--- src/rtl/daynight_fader_pkg.sv ---
// Shared types for the day/night fader: sequencer phases and force-mode decode.
package daynight_fader_pkg;

  typedef enum logic [1:0] {
    DAY      = 2'd0,
    FADE_IN  = 2'd1,
    NIGHT    = 2'd2,
    FADE_OUT = 2'd3
  } state_t;

  typedef enum logic [1:0] {
    FM_AUTO  = 2'b00,
    FM_DAY   = 2'b01,
    FM_NIGHT = 2'b10
  } fm_t;

  // The unused code 11 behaves as automatic sequencing.
  function automatic fm_t decode_fm(input logic [1:0] raw);
    case (raw)
      2'b01:   return FM_DAY;
      2'b10:   return FM_NIGHT;
      default: return FM_AUTO;
    endcase
  endfunction

endpackage

--- src/rtl/daynight_blend_ch.sv ---
// One colour channel of the cross-fade: stage 1 captures the pixel, its complement
// and both blend weights; stage 2 forms (p*b + q*a) >> ALPHA_W and holds it between valid pixels.
module daynight_blend_ch #(
  parameter int unsigned CH_W    = 4,
  parameter int unsigned ALPHA_W = 4
) (
  input  logic              clk,
  input  logic              rstn,
  input  logic              load,
  input  logic [CH_W-1:0]   pix_in,
  input  logic [ALPHA_W:0]  alpha,
  output logic [CH_W-1:0]   pix_out
);

  localparam int unsigned      PROD_W     = CH_W + ALPHA_W + 1;
  localparam logic [ALPHA_W:0] ALPHA_FULL = (ALPHA_W+1)'(2**ALPHA_W);

  logic [CH_W-1:0]   p_q;
  logic [CH_W-1:0]   q_q;
  logic [ALPHA_W:0]  a_q;
  logic [ALPHA_W:0]  b_q;
  logic [PROD_W-1:0] mix;

  always_ff @(posedge clk) begin
    if (!rstn) begin
      p_q <= '0;
      q_q <= '0;
      a_q <= '0;
      b_q <= '0;
    end else begin
      p_q <= pix_in;
      q_q <= ~pix_in;
      a_q <= alpha;
      b_q <= ALPHA_FULL - alpha;
    end
  end

  // The weights sum to 2^ALPHA_W, so the sum never needs the top bit and
  // the end points come out exactly as p and ~p.
  always_comb begin
    mix = PROD_W'(p_q) * PROD_W'(b_q) + PROD_W'(q_q) * PROD_W'(a_q);
  end

  always_ff @(posedge clk) begin
    if (!rstn) begin
      pix_out <= '0;
    end else if (load) begin
      pix_out <= CH_W'(mix >> ALPHA_W);
    end
  end

endmodule

--- src/rtl/daynight_fader.sv ---
// Day/night colour controller: phase sequencer with stepped alpha plus a
// per-channel 2-stage cross-fade between each pixel and its complement.
//   state    | meaning
//   DAY      | alpha=0, counting hold ticks before fading to night
//   FADE_IN  | alpha rises by one per step until full
//   NIGHT    | alpha=full, counting hold ticks before fading to day
//   FADE_OUT | alpha falls by one per step until zero
module daynight_fader
  import daynight_fader_pkg::*;
#(
  parameter int unsigned CH_W       = 4,
  parameter int unsigned N_CH       = 3,
  parameter int unsigned TICK_DIV   = 50000000,
  parameter int unsigned HOLD_TICKS = 50,
  parameter int unsigned ALPHA_W    = 4,
  parameter int unsigned STEP_DIV   = 1562500
) (
  input  logic                 clk,
  input  logic                 rstn,
  input  logic                 enable,
  input  logic                 restart,
  input  logic [1:0]           force_mode,
  input  logic [N_CH*CH_W-1:0] pix_in,
  input  logic                 pix_in_valid,
  output logic [N_CH*CH_W-1:0] pix_out,
  output logic                 pix_out_valid,
  output logic                 is_night,
  output logic                 fading,
  output logic [ALPHA_W:0]     alpha
);

  localparam int unsigned TICK_W = $clog2(TICK_DIV);
  localparam int unsigned HOLD_W = (HOLD_TICKS > 1) ? $clog2(HOLD_TICKS) : 1;
  localparam int unsigned STEP_W = (STEP_DIV > 1) ? $clog2(STEP_DIV) : 1;

  localparam logic [TICK_W-1:0] TICK_LAST  = TICK_W'(TICK_DIV - 1);
  localparam logic [HOLD_W-1:0] HOLD_LAST  = HOLD_W'(HOLD_TICKS - 1);
  localparam logic [STEP_W-1:0] STEP_LAST  = STEP_W'(STEP_DIV - 1);
  localparam logic [ALPHA_W:0]  ALPHA_FULL = (ALPHA_W+1)'(2**ALPHA_W);
  localparam logic [ALPHA_W:0]  ALPHA_ONE  = (ALPHA_W+1)'(1);
  localparam logic [ALPHA_W:0]  ALPHA_TOP  = ALPHA_FULL - ALPHA_ONE;

  state_t            state, state_n;
  logic [ALPHA_W:0]  alpha_n;
  logic [TICK_W-1:0] tick_cnt, tick_n;
  logic [HOLD_W-1:0] hold_cnt, hold_n;
  logic [STEP_W-1:0] step_cnt, step_n;
  fm_t               fm;
  logic              holding;
  logic              in_fade;
  logic              tick;
  logic              step;
  logic              s1_valid;

  assign fm      = decode_fm(force_mode);
  assign holding = (state == DAY) || (state == NIGHT);
  assign in_fade = (state == FADE_IN) || (state == FADE_OUT);
  assign tick    = enable && holding && (tick_cnt == TICK_LAST);
  assign step    = enable && in_fade && (step_cnt == STEP_LAST);

  always_ff @(posedge clk) begin
    if (!rstn) begin
      state    <= DAY;
      alpha    <= '0;
      tick_cnt <= '0;
      hold_cnt <= '0;
      step_cnt <= '0;
      is_night <= 1'b0;
      fading   <= 1'b0;
    end else begin
      state    <= state_n;
      alpha    <= alpha_n;
      tick_cnt <= tick_n;
      hold_cnt <= hold_n;
      step_cnt <= step_n;
      is_night <= (state_n == NIGHT);
      fading   <= (state_n == FADE_IN) || (state_n == FADE_OUT);
    end
  end

  always_comb begin
    state_n = state;
    alpha_n = alpha;
    tick_n  = tick_cnt;
    hold_n  = hold_cnt;
    step_n  = step_cnt;
    if (restart) begin
      state_n = DAY;
      alpha_n = '0;
      tick_n  = '0;
      hold_n  = '0;
      step_n  = '0;
    end else begin
      if (enable && holding) tick_n = tick ? '0 : tick_cnt + TICK_W'(1);
      if (enable && in_fade) step_n = step ? '0 : step_cnt + STEP_W'(1);
      unique case (state)
        DAY: begin
          if (fm == FM_NIGHT) begin
            state_n = FADE_IN;
          end else if (tick && fm == FM_AUTO) begin
            if (hold_cnt == HOLD_LAST) state_n = FADE_IN;
            else                       hold_n  = hold_cnt + HOLD_W'(1);
          end
        end
        FADE_IN: begin
          if (fm == FM_DAY) begin
            state_n = FADE_OUT;
          end else if (step) begin
            if (alpha >= ALPHA_TOP) begin
              alpha_n = ALPHA_FULL;
              state_n = NIGHT;
            end else begin
              alpha_n = alpha + ALPHA_ONE;
            end
          end
        end
        NIGHT: begin
          if (fm == FM_DAY) begin
            state_n = FADE_OUT;
          end else if (tick && fm == FM_AUTO) begin
            if (hold_cnt == HOLD_LAST) state_n = FADE_OUT;
            else                       hold_n  = hold_cnt + HOLD_W'(1);
          end
        end
        FADE_OUT: begin
          if (fm == FM_NIGHT) begin
            state_n = FADE_IN;
          end else if (step) begin
            // A forced reversal can enter FADE_OUT with alpha already at 0.
            if (alpha <= ALPHA_ONE) begin
              alpha_n = '0;
              state_n = DAY;
            end else begin
              alpha_n = alpha - ALPHA_ONE;
            end
          end
        end
        default: state_n = DAY;
      endcase
      if (fm != FM_AUTO || state_n != state) hold_n = '0;
      if (state_n != state) begin
        tick_n = '0;
        step_n = '0;
      end
    end
  end

  always_ff @(posedge clk) begin
    if (!rstn) begin
      s1_valid      <= 1'b0;
      pix_out_valid <= 1'b0;
    end else begin
      s1_valid      <= pix_in_valid;
      pix_out_valid <= s1_valid;
    end
  end

  for (genvar c = 0; c < N_CH; c++) begin : g_ch
    daynight_blend_ch #(
      .CH_W    (CH_W),
      .ALPHA_W (ALPHA_W)
    ) u_blend (
      .clk     (clk),
      .rstn    (rstn),
      .load    (s1_valid),
      .pix_in  (pix_in[c*CH_W +: CH_W]),
      .alpha   (alpha),
      .pix_out (pix_out[c*CH_W +: CH_W])
    );
  end

endmodule
--- config.mk ---
export PLATFORM = sky130hd
export DESIGN_NAME = daynight_fader
export DESIGN_NICKNAME = d
export VERILOG_FILES = /design/src/rtl/daynight_fader_pkg.sv /design/src/rtl/daynight_blend_ch.sv /design/src/rtl/daynight_fader.sv
export SDC_FILE = /design/constraint.sdc
export NUM_CORES = 1
export LEC_CHECK = 0
export CORE_MARGIN = 2
export CORE_UTILIZATION = 62
export CTS_CLUSTER_DIAMETER = 60
export CTS_CLUSTER_SIZE = 40
export DETAILED_ROUTE_END_ITERATION = 10
export PLACE_DENSITY = 0.89
export SLEW_MARGIN = 5
export SYNTH_ARGS = -nofsm -noshare
export SYNTH_HDL_FRONTEND = slang
export SYNTH_SLANG_ARGS = --single-unit
--- constraint.sdc ---
create_clock -name clk -period 6.2 [get_ports clk]
set_input_delay 1.55 -clock clk [delete_from_list [all_inputs] [get_ports clk]]
set_output_delay 1.55 -clock clk [all_outputs]
set_load 0.01 [all_outputs]
==> summary by stage, run 1 <==
Timing
The share of the cycle needed by the critical path after routing is 76.75%. Between clock sinks in the finished design, the worst skew comes to 0.005919 ns. In this run the tightest slew margin relative to its limit is 46.58%. Setup repair after global routing left no endpoint under its margin. For the final routed database, the setup TNS stands at 0 ns. The minimum period implied by the final worst setup slack is 4.758 ns.

The max-slew violation count is 0. For the pin with the worst max-slew slack, the measured transition is 0.7940 ns. Final hold analysis gives a worst-case slack of 0.4842 ns. Once routing completed, OpenROAD measured the worst setup slack at 1.442 ns. The number of failing hold endpoints at the final stage came to 0. Timing would allow up to 210.2 MHz. Setup violations remaining at the end of the flow were counted as 0.

Critical path
The worst setup path is launched from a flop. The critical path class is reg -> reg. The data required time at the worst endpoint is 6.50 ns.

The endpoint kind of the worst setup timing path is a flop. Along the worst path, the maximum fanout reaches 21. The arrival time of data at the critical path endpoint is 5.06 ns.

CTS
The number of buffers inserted during clock tree synthesis is 9. TritonCTS built the clock tree. After clock tree synthesis, the clock-pin slew on the worst setup and hold paths is 0.07 ns.

The post-CTS setup buffer count is 0. The maximum buffer depth of the clock tree is 2. The clock root buffer master is clkbuf_16. Once the clock tree was built, the resizer swapped 0 gates to a different size.

At the later pin of the worst-skew pair, clock insertion delay measures 0.36 ns. The number of buffers inserted for hold repair after clock tree synthesis is 0. The clock net in this run drives a total of 108 sinks. The H-tree was split into 3 levels.

Routing
Using the TritonRoute via totals, the vias-per-cell ratio works out to 5.357. The number of search-and-repair iterations in the first detailed-routing pass is 5. Summing over every cut layer, the via total after detailed routing is 5759.

The number of remaining DRC errors is 0. The DRC marker count from the first detailed-route iteration is 368. After detailed routing, the average wire length per cell comes to 14.17 um. The total wire length is 15240 um. In this run the remaining antenna-violating nets after routing total 0.

Global routing
The total overflow left after global routing is 0. The initial antenna violation count is 0. Entering global routing, the biggest net connects 50 pins. The via count of the first global-routing pass is 5857. The wire length of the first global-routing pass is 26690 um. Global routing used 24.73% of the available tracks across all layers.

Logic synthesis
The mapped netlist covers 0.007866 mm2. During synthesis, Yosys emitted a total of 0 warnings. The count of unique library cells instantiated by Yosys is 57. By area the synthesized netlist is led by dfxtp_1, fa_1, ha_1, and2_1, inv_1. The most instantiated flip-flop cell in the synthesis netlist is dfxtp_1. The fraction of synthesized cell area taken by the top area cell type is 27.49%. The synthesized design contains 0 enable-type register cells. The average size of a mapped cell is 8.970 um2. The total nets after synthesis is 1014. Synthesis handed over a netlist of 877 instances.

By count the netlist is led by inv_1, dfxtp_1, and2_1, nor2_1, nand2_1. The synthesized flop and latch total is 108. The largest area contributor in the netlist is dfxtp_1. The share of synthesized area occupied by flip-flops and latches is 27.49%. Counting flops with an async set or reset pin after synthesis yields a share of 0%. The most instantiated library cell after synthesis is inv_1.

Cells and area
The number of antenna diodes is 0. The fraction of final layout cells sized beyond drive strength 1 is 3.544%. The number of nets in the finished design is 1035. The area growth from synthesis to layout is 9.750%.

Die
Pin placement for this block handled 39 I/O pins. The starting density of the core is 62.84%. The row count is 41. The floorplan step set the die height to 116.6 um. The total core area is 0.01252 mm2.

The floorplan step defined a die boundary enclosing 0.01360 mm2. The die is 116.6 um wide.

Worst hold path
The class of the most critical hold timing path is reg -> reg.

Placed design
The number of buffer cells added on primary ports is 38. The pre-CTS setup slack is 1.519 ns. The final weighted congestion of routability-driven global placement is 0.8810. The HPWL reported at the end of detailed placement is 10910 um.

Pwr
In this run the power density over the cells is 162.6 mW/mm2. The worst-case IR drop observed on VDD is 178.7 uV. The static power due to leakage is 3.528 nW.

Run
The tool flagged a number of max-cap violations equal to 0.

Outcome
The flow ran to the end, and the final reports show no timing, DRC or antenna violations.
metal layers:
layer	GRT usage, %	wire length [um]	vias up
met5	0	0	-
met4	8.706	408	0
met3	5.449	642	33
met2	43.18	7652	121
met1	30.24	6532	2760
li1	-	-	2845
layout by cell type, fill, tap and decap left out, types with 4 or more instances in the layout:
cell,synthesis,final
a21oi_1,19,19
fa_1,63,63
nand3_1,24,24
xnor2_1,44,44
nor2b_1,22,22
inv_1,111,111
nand3b_1,7,7
nor3_1,12,12
nand2_1,64,64
nand4_1,17,17
and2_1,102,102
nor4_1,4,4
clkdlybuf4s50_1,0,38
and3_1,11,11
nor2_1,67,67
nor3b_1,5,5
ha_1,55,55
and4_1,6,6
dfxtp_1,108,108
o21ai_0,12,12
nand2b_1,4,4
xor2_1,33,33
or3_1,5,5
clkbuf_16,0,9
mux2i_1,8,8
worst max-delay path: stages, from the launching register on:
cell,delay (ns)
dfxtp_1,0.75
nand2_1,0.17
fa_1,0.54
fa_1,0.55
inv_1,0.06
fa_1,0.53
inv_1,0.05
fa_1,0.54
inv_1,0.05
ha_1,0.26
nand4_1,0.11
o31ai_1,0.39
a21oi_1,0.16
o21ba_2,0.24
nor3_1,0.17
nand3b_1,0.13
per-stage QoR:
stage | instances | area, um2 | power, mW | util (%)
global placement | 1059 | 8325 | 0.8140 | 66.51
CTS | 1075 | 8633 | 1.415 | 68.97
finish | 1075 | 8633 | 1.404 | 68.97
global route | 1075 | 8633 | 1.456 | 68.97
floorplan | 877 | 7866 | 0.7839 | -
detailed placement | 1059 | 8325 | 0.8162 | 66.51
power by group:
group	switching [mW]	internal, mW
registers	0.0172	0.705
logic	0.0420	0.0361
clock network	0.281	0.323
total	0.340	1.06
sequential cells by signal, indices dropped and copies added, names as in the netlist:
name	count
step_cnt	21
g_ch.u_blend.p_q	12
s1_valid	1
g_ch.u_blend.a_q	4
g_ch.u_blend.pix_out	12
is_night	1
g_ch.u_blend.b_q	5
g_ch.u_blend.q_q	12
hold_cnt	6
pix_out_valid	1
tick_cnt	26
alpha	5
fading	1
state	1
kinds of logic (layout without fill, tap and decap cells):
group	after synthesis	in the layout	synth area share, %
mux	8	8	1.018
simple gates	365	365	25.47
flops	108	108	27.49
fa+ha+maj	118	118	24.78
buf+inv	140	166	7.126
xor+xnor	77	77	8.573
compound gates	61	61	5.551
area by class of cell:
class                   instances  area (um2)
flip-flops and latches        108        2162
multi-input cells             629        5144
repair buffers                 39       387.9
inverters                     111       416.7
well taps                     172       215.2
clock buffers                  10       229.0
fillers                       933        3884
clock inverters                 6       78.83
worst paths after layout:
kind / startpoint / to / slack [ns] / cells past startpoint
hold / removal: step_cnt[0] / step_cnt[0] / 0.48 / 2
setup reg to reg: g_ch[2].u_blend.b_q[0] / g_ch[0].u_blend.pix_out[3] / 1.44 / 15
hold reg to reg: step_cnt[0] / step_cnt[0] / 0.48 / 2
setup / recovery: g_ch[2].u_blend.b_q[0] / g_ch[0].u_blend.pix_out[3] / 1.44 / 15
Power figures use the tool's default switching activity.
==> inputs of run 2 (changes only) <==
--- a/config.mk
+++ b/config.mk
@@ -6,11 +6,11 @@
 export NUM_CORES = 1
 export LEC_CHECK = 0
 export CORE_MARGIN = 2
-export CORE_UTILIZATION = 62
+export CORE_UTILIZATION = 56
 export CTS_CLUSTER_DIAMETER = 60
 export CTS_CLUSTER_SIZE = 40
 export DETAILED_ROUTE_END_ITERATION = 10
-export PLACE_DENSITY = 0.89
+export PLACE_DENSITY = 0.85
 export SLEW_MARGIN = 5
 export SYNTH_ARGS = -nofsm -noshare
 export SYNTH_HDL_FRONTEND = slang
==> constraint.sdc (replaced) <==
create_clock -name clk -period 3.9 [get_ports clk]
set_input_delay 0.975 -clock clk [delete_from_list [all_inputs] [get_ports clk]]
set_output_delay 0.975 -clock clk [all_outputs]
set_load 0.01 [all_outputs]
==> run 2 against run 1 <==
Net effect: the flow now finishes with violations (setup timing); global-route usage decreased by 1.1 points; clock power increased by 55%; sequential power increased by 59%; die area increased by 10%; utilization decreased by 2.5 points; fmax increased by 20%; register-to-register slack got worse by 1.5 ns.
==> summary by stage, run 2 (synthesis results as in run 1) <==
Outcome
The run finished, with violations left. The checks that failed: setup timing.

Placed design
The number of buffer cells added on primary ports is 38. Summing all placed instances gives a cell area of 0.008647 mm2. Detailed placement finished with a half-perimeter wire length of 12180 um. Timing analysis after detailed placement gives a worst setup slack of -0.2819 ns. The final weighted congestion of routability-driven global placement is 0.9073. The total placed cells including tap cells is 1104.

Global routing
The via count of the first global-routing pass came to 6176. The initial antenna violation count is 0. Entering global routing, the biggest net connects 48 pins. The first global-routing pass estimated 28170 um of wire. The total track usage is 23.61%. The leftover overflow at the end of global routing is 0.

Timing
Headroom to the max-slew limit came out at 56.11%. Across all hold checks on the routed design, the worst slack comes to 0.4829 ns. The highest clock rate is 252.0 MHz. Setup repair after global routing could not meet its margin everywhere. The minimum setup slack in the final design is -0.06848 ns.

The clock skew after layout is 0.008660 ns. The number of failing hold endpoints at the final stage is 0. At the pin with the least slew margin, the transition time is 0.6575 ns.

The minimum period implied by the final worst setup slack is 3.968 ns. The max-slew violation count is 0. The final setup violation count is 8. The share of the cycle needed by the critical path after routing is 101.8%.

Die
39 I/O pins were placed. The total core area is 0.01383 mm2. The starting density of the core is 56.89%. The die covers 0.01501 mm2. The floorplan step set the die width to 122.5 um.

The row count is 43. In this run the vertical extent of the chip is 122.5 um.

Worst hold path
The worst hold path was traced through 2 stages. The min-delay analysis places its worst path in the category reg -> reg.

Cells and area
The number of nets in the finished design is 1082. The count of fill cells added during filler insertion is 1039. The area occupied by multi-input gates is 0.005266 mm2. The fraction of final layout cells sized beyond drive strength 1 is 12.95%. The library cell used most frequently in the layout, excluding fill and tap cells, is inv_1. In the final layout, the registers with the most flip-flops are tick_cnt: 26 flops, step_cnt: 21 flops. The core occupancy in the finished layout is 66.44%. Leaving out fill and tap cells, the most frequent cells in the layout are inv_1, and2_1, dfxtp_1. The area occupied by registers is 0.002195 mm2. 0 antenna diodes ended up in the layout. The number of non-filler instances in the completed layout is 1130. The area growth from synthesis to layout is 16.78%. The register with the most flip-flops in the layout has 26 of them. The register with the most flip-flops is tick_cnt.

Once layout is done, the placed cells without fillers occupy 0.009186 mm2.

Routing
The number of search-and-repair iterations in the first detailed-routing pass is 4. The number of vias per cell after detailed routing is 5.301. The number of nets with antenna violations after detailed routing is 0.

For this block, the initial DRC count from the detailed router was 321. The post-detailed-route wirelength per cell is 14.62 um. For this block, the via count after detailed routing is 5990. After detailed routing, the number of remaining DRC violations is 0. The total wire length is 16520 um.

CTS
Clock tree synthesis selected as its root buffer the cell clkbuf_16. The clock latency reported for the late side of the worst-skew pair is 0.36 ns. The level count of the clock H-tree is 3. The maximum buffer depth of the clock tree is 2. TritonCTS built the clock tree. The count of clock tree sinks is 108. The number of buffers inserted during clock tree synthesis is 9. The clock slew seen by the registers of the worst setup and hold paths is 0.07 ns.

Critical path
The largest driver fanout on the critical path is 5. The critical path is of the reg -> reg type. The largest individual stage delay along the critical path comes from the cell fa_1. The worst setup path is launched from a flop. The arrival time of data at the critical path endpoint is 4.22 ns.

STA puts the critical path data required time at 4.15 ns. The worst setup path is captured at a flop. The most numerous cell type found on the critical path is fa_1.

The peak per-stage delay on the critical path is 0.52 ns. Traced cell by cell, the critical path runs through buf_4, nand2_1, fa_1, fa_1, inv_2, fa_1, inv_1, fa_1, inv_1, ha_1, nand4_1, o31ai_4, a21oi_2, o21ba_4, nand3_1, nand3b_1. The number of cells traversed by the worst register-to-register path is 16.

Pwr
The total power per unit cell area is 242.6 mW/mm2. IR analysis of the VDD net gives a maximum drop of 229.2 uV. The static power due to leakage is 3.819 nW.

Run
The count of maximum capacitance violations is 0.
[run 2: cell types whose count changed in the layout (fill, tap and decap cells not counted), sizes merged]
cell      before  now
buf            1   48
bufinv         1    0
clkinvlp       0    1
[run 2: worst paths after layout]
path | startpoint | to | slack (ns)
max reg2reg | g_ch[2].u_blend.b_q[0] | g_ch[0].u_blend.pix_out[3] | -0.07
min reg2reg | g_ch[2].u_blend.pix_out[2] | g_ch[2].u_blend.pix_out[2] | 0.48
min | g_ch[2].u_blend.pix_out[2] | g_ch[2].u_blend.pix_out[2] | 0.48
max | g_ch[2].u_blend.b_q[0] | g_ch[0].u_blend.pix_out[3] | -0.07
[run 2: report_power, final]
group          leakage, nW  switching (mW)  total (mW)  internal, mW
logic                 2.79          0.0757       0.147        0.0709
clock network        0.146           0.464       0.935         0.471
registers            0.885          0.0291        1.15          1.12
total                 3.82           0.569        2.23          1.66
[run 2: through the flow]
step / total power, mW / TNS (ns)
CTS: 2.242 / -0.5192
finish: 2.229 / -0.3866
detailed placement: 1.316 / -1.667
global placement: 1.311 / -0.8223
floorplan: 1.246 / -0.2214
global route: 2.299 / -2.217
[run 2: critical path: cells and delay by family (launching register included)]
kind | cells | cell delay (ns)
AOI/OAI and AO/OA | 3 | 0.60
adders and majority gates | 5 | 2.21
buffers and inverters | 4 | 0.26
DFF | 1 | 0.39
and+or+nand+nor | 4 | 0.39
[run 2: area by class of cell]
class | instances | share of cell area [%]
sequential | 108 | 23.89
clock buffer | 10 | 2.601
tap | 180 | 2.452
multi-input combinational | 629 | 57.33
inverter | 111 | 4.536
clock inverter | 6 | 0.6946
timing repair buffer | 86 | 8.499
[run 2: timing repair]
action	4_1_cts	5_1_grt
pin swaps	26	22
gates resized for setup	35	17
hold buffers	0	0
setup buffers	7	4
setup endpoints to repair	10	11
[run 2: routing by layer]
layer / global-route usage (%) / routed length, um / up-vias
met1: 28.94 / 7166 / 2901
met5: 0 / 0 / -
li1: - / - / 2932
met3: 5.623 / 848 / 24
met2: 41.25 / 8254 / 133
met4: 6.968 / 255 / 0
==> inputs of run 3 (changes only) <==
--- a/config.mk
+++ b/config.mk
@@ -5,12 +5,13 @@
 export SDC_FILE = /design/constraint.sdc
 export NUM_CORES = 1
 export LEC_CHECK = 0
+export CAP_MARGIN = 15
 export CORE_MARGIN = 2
-export CORE_UTILIZATION = 56
+export CORE_UTILIZATION = 53
 export CTS_CLUSTER_DIAMETER = 60
 export CTS_CLUSTER_SIZE = 40
 export DETAILED_ROUTE_END_ITERATION = 10
-export PLACE_DENSITY = 0.85
+export PLACE_DENSITY = 0.81
 export SLEW_MARGIN = 5
 export SYNTH_ARGS = -nofsm -noshare
 export SYNTH_HDL_FRONTEND = slang
==> run 3 against run 2 <==
Net effect: the flow still finishes with violations (setup timing); combinational power about the same; die area up 5.5%; routed wire length up 3.3%; first-iteration DRC count down 30%; clock-buffer cell count down 1; sequential share of layout area down 0.37 points; register-to-register slack about the same; largest cell class unchanged; highest routed layer unchanged.
==> summary by stage, run 3 (synthesis results as in run 1) <==
Outcome
The run finished, with violations left. The checks that failed: setup timing.

Routing
The DRC marker count from the first detailed-route iteration is 226. The number of nets with antenna violations after detailed routing is 0. The total wire length is 17070 um. The number of vias per cell after detailed routing is 5.275. The post-detailed-route wirelength per cell is 14.90 um. The number of search-and-repair iterations in the first detailed-routing pass is 5. In the routed design, unresolved DRC markers number 0. The total vias in the final route is 6040.

Global routing
The via count of the first global-routing pass came to 6212. Entering global routing, the biggest net connects 48 pins. The leftover overflow at the end of global routing is 0.

The wire length of the first global-routing pass is 28910 um. The initial antenna violation count is 0. The total track usage is 22.33%.

Timing
For this run, the top clock speed supported by timing is 251.2 MHz. The worst pin sits at a relative slew slack of 54.16%. The max-slew violation count was 0. Setup repair after global routing could not meet its margin everywhere. Subtracting the final worst setup slack from the clock period gives 3.980 ns. The actual transition at the worst max-transition pin is 0.6866 ns. The clock skew after layout is 0.009936 ns.

Once routing completed, OpenROAD measured the worst setup slack at -0.08029 ns. In the finished design, the share of the clock period the worst path needs comes to 102.1%. Setup violations remaining at the end of the flow were counted as 8. The worst-case hold slack is 0.4754 ns. The number of failing hold endpoints at the final stage is 0.

Cells and area
Of the cells placed in the final design, the portion with a size suffix greater than 1 is 14.57%. The largest registers in the layout are tick_cnt: 26 flops, step_cnt: 21 flops. Fill cells in the final layout number 1144. The number of antenna diodes is 0. The number of non-filler instances in the completed layout is 1145. In the final layout, flip-flops and latches occupy 0.002201 mm2. Leaving out fill and tap cells, the most frequent cells in the layout are inv_1, and2_1, dfxtp_1.

The register with the most flip-flops is tick_cnt. The number of nets in the finished design is 1093. The core occupancy in the finished layout is 64.38%. The number of flip-flops under the largest register name is 26. Compared with the post-synthesis result, the final layout area differs by 18.94%.

The most common library cell in the layout ignoring fill and taps is inv_1. Summing all multi-input logic gate instances after layout gives 0.005319 mm2.

Pwr
The worst voltage drop across the vdd grid is 207.3 uV. The internal portion of the total power is 1.639 mW. The share of total power consumed by net switching is 25.76%.

The share of total power dissipated in sequential elements is 51.9%. The total power per unit cell area is 235.9 mW/mm2. For this design the total switching power over the nets is 0.5685 mW.

For this design the static power due to leakage is 3.921 nW. The clock share of power is 41.4%. The combinational fraction of design power is 6.7%.

Critical path
By instance count, the cell type seen most on the critical path is inv_1. In this run the register-to-register setup slack is -0.08 ns. Walking the worst path, the cells encountered are and2_4, fa_2, inv_1, fa_1, inv_1, fa_1, inv_1, fa_1, inv_1, ha_1, nand4_1, o31ai_2, a21oi_2, o21ba_2, nor3_1, nand3b_1. The data required time at the worst endpoint is 4.21 ns. At the worst endpoint, the arrival time is 4.29 ns. The endpoint kind of the worst setup timing path is a flop.

The peak per-stage delay on the critical path is 0.55 ns. STA classifies the critical path startpoint as a flop. The worst setup path is of the reg -> reg kind. Among all stages on the critical path, the largest delay is contributed by fa_2. The largest driver fanout on the critical path is 6.

CTS
The clock latency reported for the late side of the worst-skew pair is 0.37 ns. TritonCTS built the clock tree. The maximum buffer depth of the clock tree is 2.

The number of buffers inserted for hold repair after clock tree synthesis is 0. The clock slew seen by the registers of the worst setup and hold paths is 0.08 ns. The cell sitting at the root of the clock tree is a clkbuf_16.

The clock tree synthesis step divided the H-tree into 3 levels. The clock drives 108 sinks. TritonCTS created 9 clock buffers.

Die
The die outline height is 125.8 um. The full die area is 0.01583 mm2. The starting density of the core is 54.12%. The I/O pin count is 39. The x dimension of the die is 125.8 um.

The total core area is 0.01453 mm2. The row count is 44.

Placed design
The number of buffer cells added on primary ports is 38. Routability-driven placement finished with a final weighted congestion of 0.8839. The total placed cells including tap cells is 1109.

The wire-length estimate of the detail-placed layout is 11890 um.

Worst hold path
The worst hold path belongs to the class reg -> reg.

Run
The count of maximum capacitance violations is 0.
==> run 3: cell count changes in the layout (fill, tap and decap cells not counted), moves of 2 or more <==
cell,previous run,this run
nand2_1,60,57
buf_4,42,48
nand2_4,2,4
dfxtp_4,5,7
clkinv_4,0,2
buf_6,4,7
==> run 3: layout make-up <==
cell class	instances	area share (%)
flip-flops and latches	108	23.52
multi-input cells	629	56.85
clock inverters	7	0.7221
repair buffers	97	9.588
clock buffers	9	2.407
inverters	111	4.453
well taps	184	2.461
==> run 3: final timing paths <==
path                              startpoint                          to  cells past startpoint
hold reg to reg   g_ch[0].u_blend.pix_out[2]  g_ch[0].u_blend.pix_out[2]                      2
hold / removal    g_ch[0].u_blend.pix_out[2]  g_ch[0].u_blend.pix_out[2]                      2
setup reg to reg      g_ch[2].u_blend.a_q[3]  g_ch[1].u_blend.pix_out[3]                     16
setup / recovery      g_ch[2].u_blend.a_q[3]  g_ch[1].u_blend.pix_out[3]                     16
==> run 3: per-stage QoR <==
stage                     setup WS [ns]  power [mW]  cell area (um2)  setup TNS (ns)
after floorplan                 -0.1134       1.246             7910         -0.2214
after global placement          -0.1454       1.310             8672         -0.9074
after detailed placement        -0.2741       1.314             8672          -1.742
after CTS                      -0.08871       2.224             9203         -0.2316
after global routing            -0.2193       2.290             9356          -2.102
final                          -0.08029       2.207             9356         -0.2958
==> run 3: repair_timing <==
item | in CTS | in global routing
gates resized for setup | 41 | 29
pin swaps | 12 | 27
endpoints found under the setup margin | 11 | 12
gates cloned | 1 | 0
buffers inserted | 15 | 7
==> run 3: metal layers <==
layer	routed length (um)	GRT usage, %	vias up	share of wire, %
met1	7367	28.02	2878	43
met2	8508	39.08	152	50
met5	0	0	-	0
li1	-	-	2974	-
met4	337	5.882	0	2.0
met3	853	4.970	36	5.0
==> run 3: worst max-delay path: cells and delay by family (launching register included) <==
family	cells	cell delay [ns]
AOI/OAI and AO/OA	3	0.59
and+or+nand+nor	4	0.52
DFF	1	0.37
adders and majority gates	5	2.24
buffers and inverters	4	0.19
==> run 3: power groups by stage <==
stage	combinational (mW)	clock, mW	sequential [mW]
final	0.149	0.913	1.15
after global routing	0.166	0.976	1.15
after CTS	0.145	0.935	1.14
after detailed placement	0.142	0	1.17
after global placement	0.138	0	1.17
after floorplan	0.0858	0	1.16
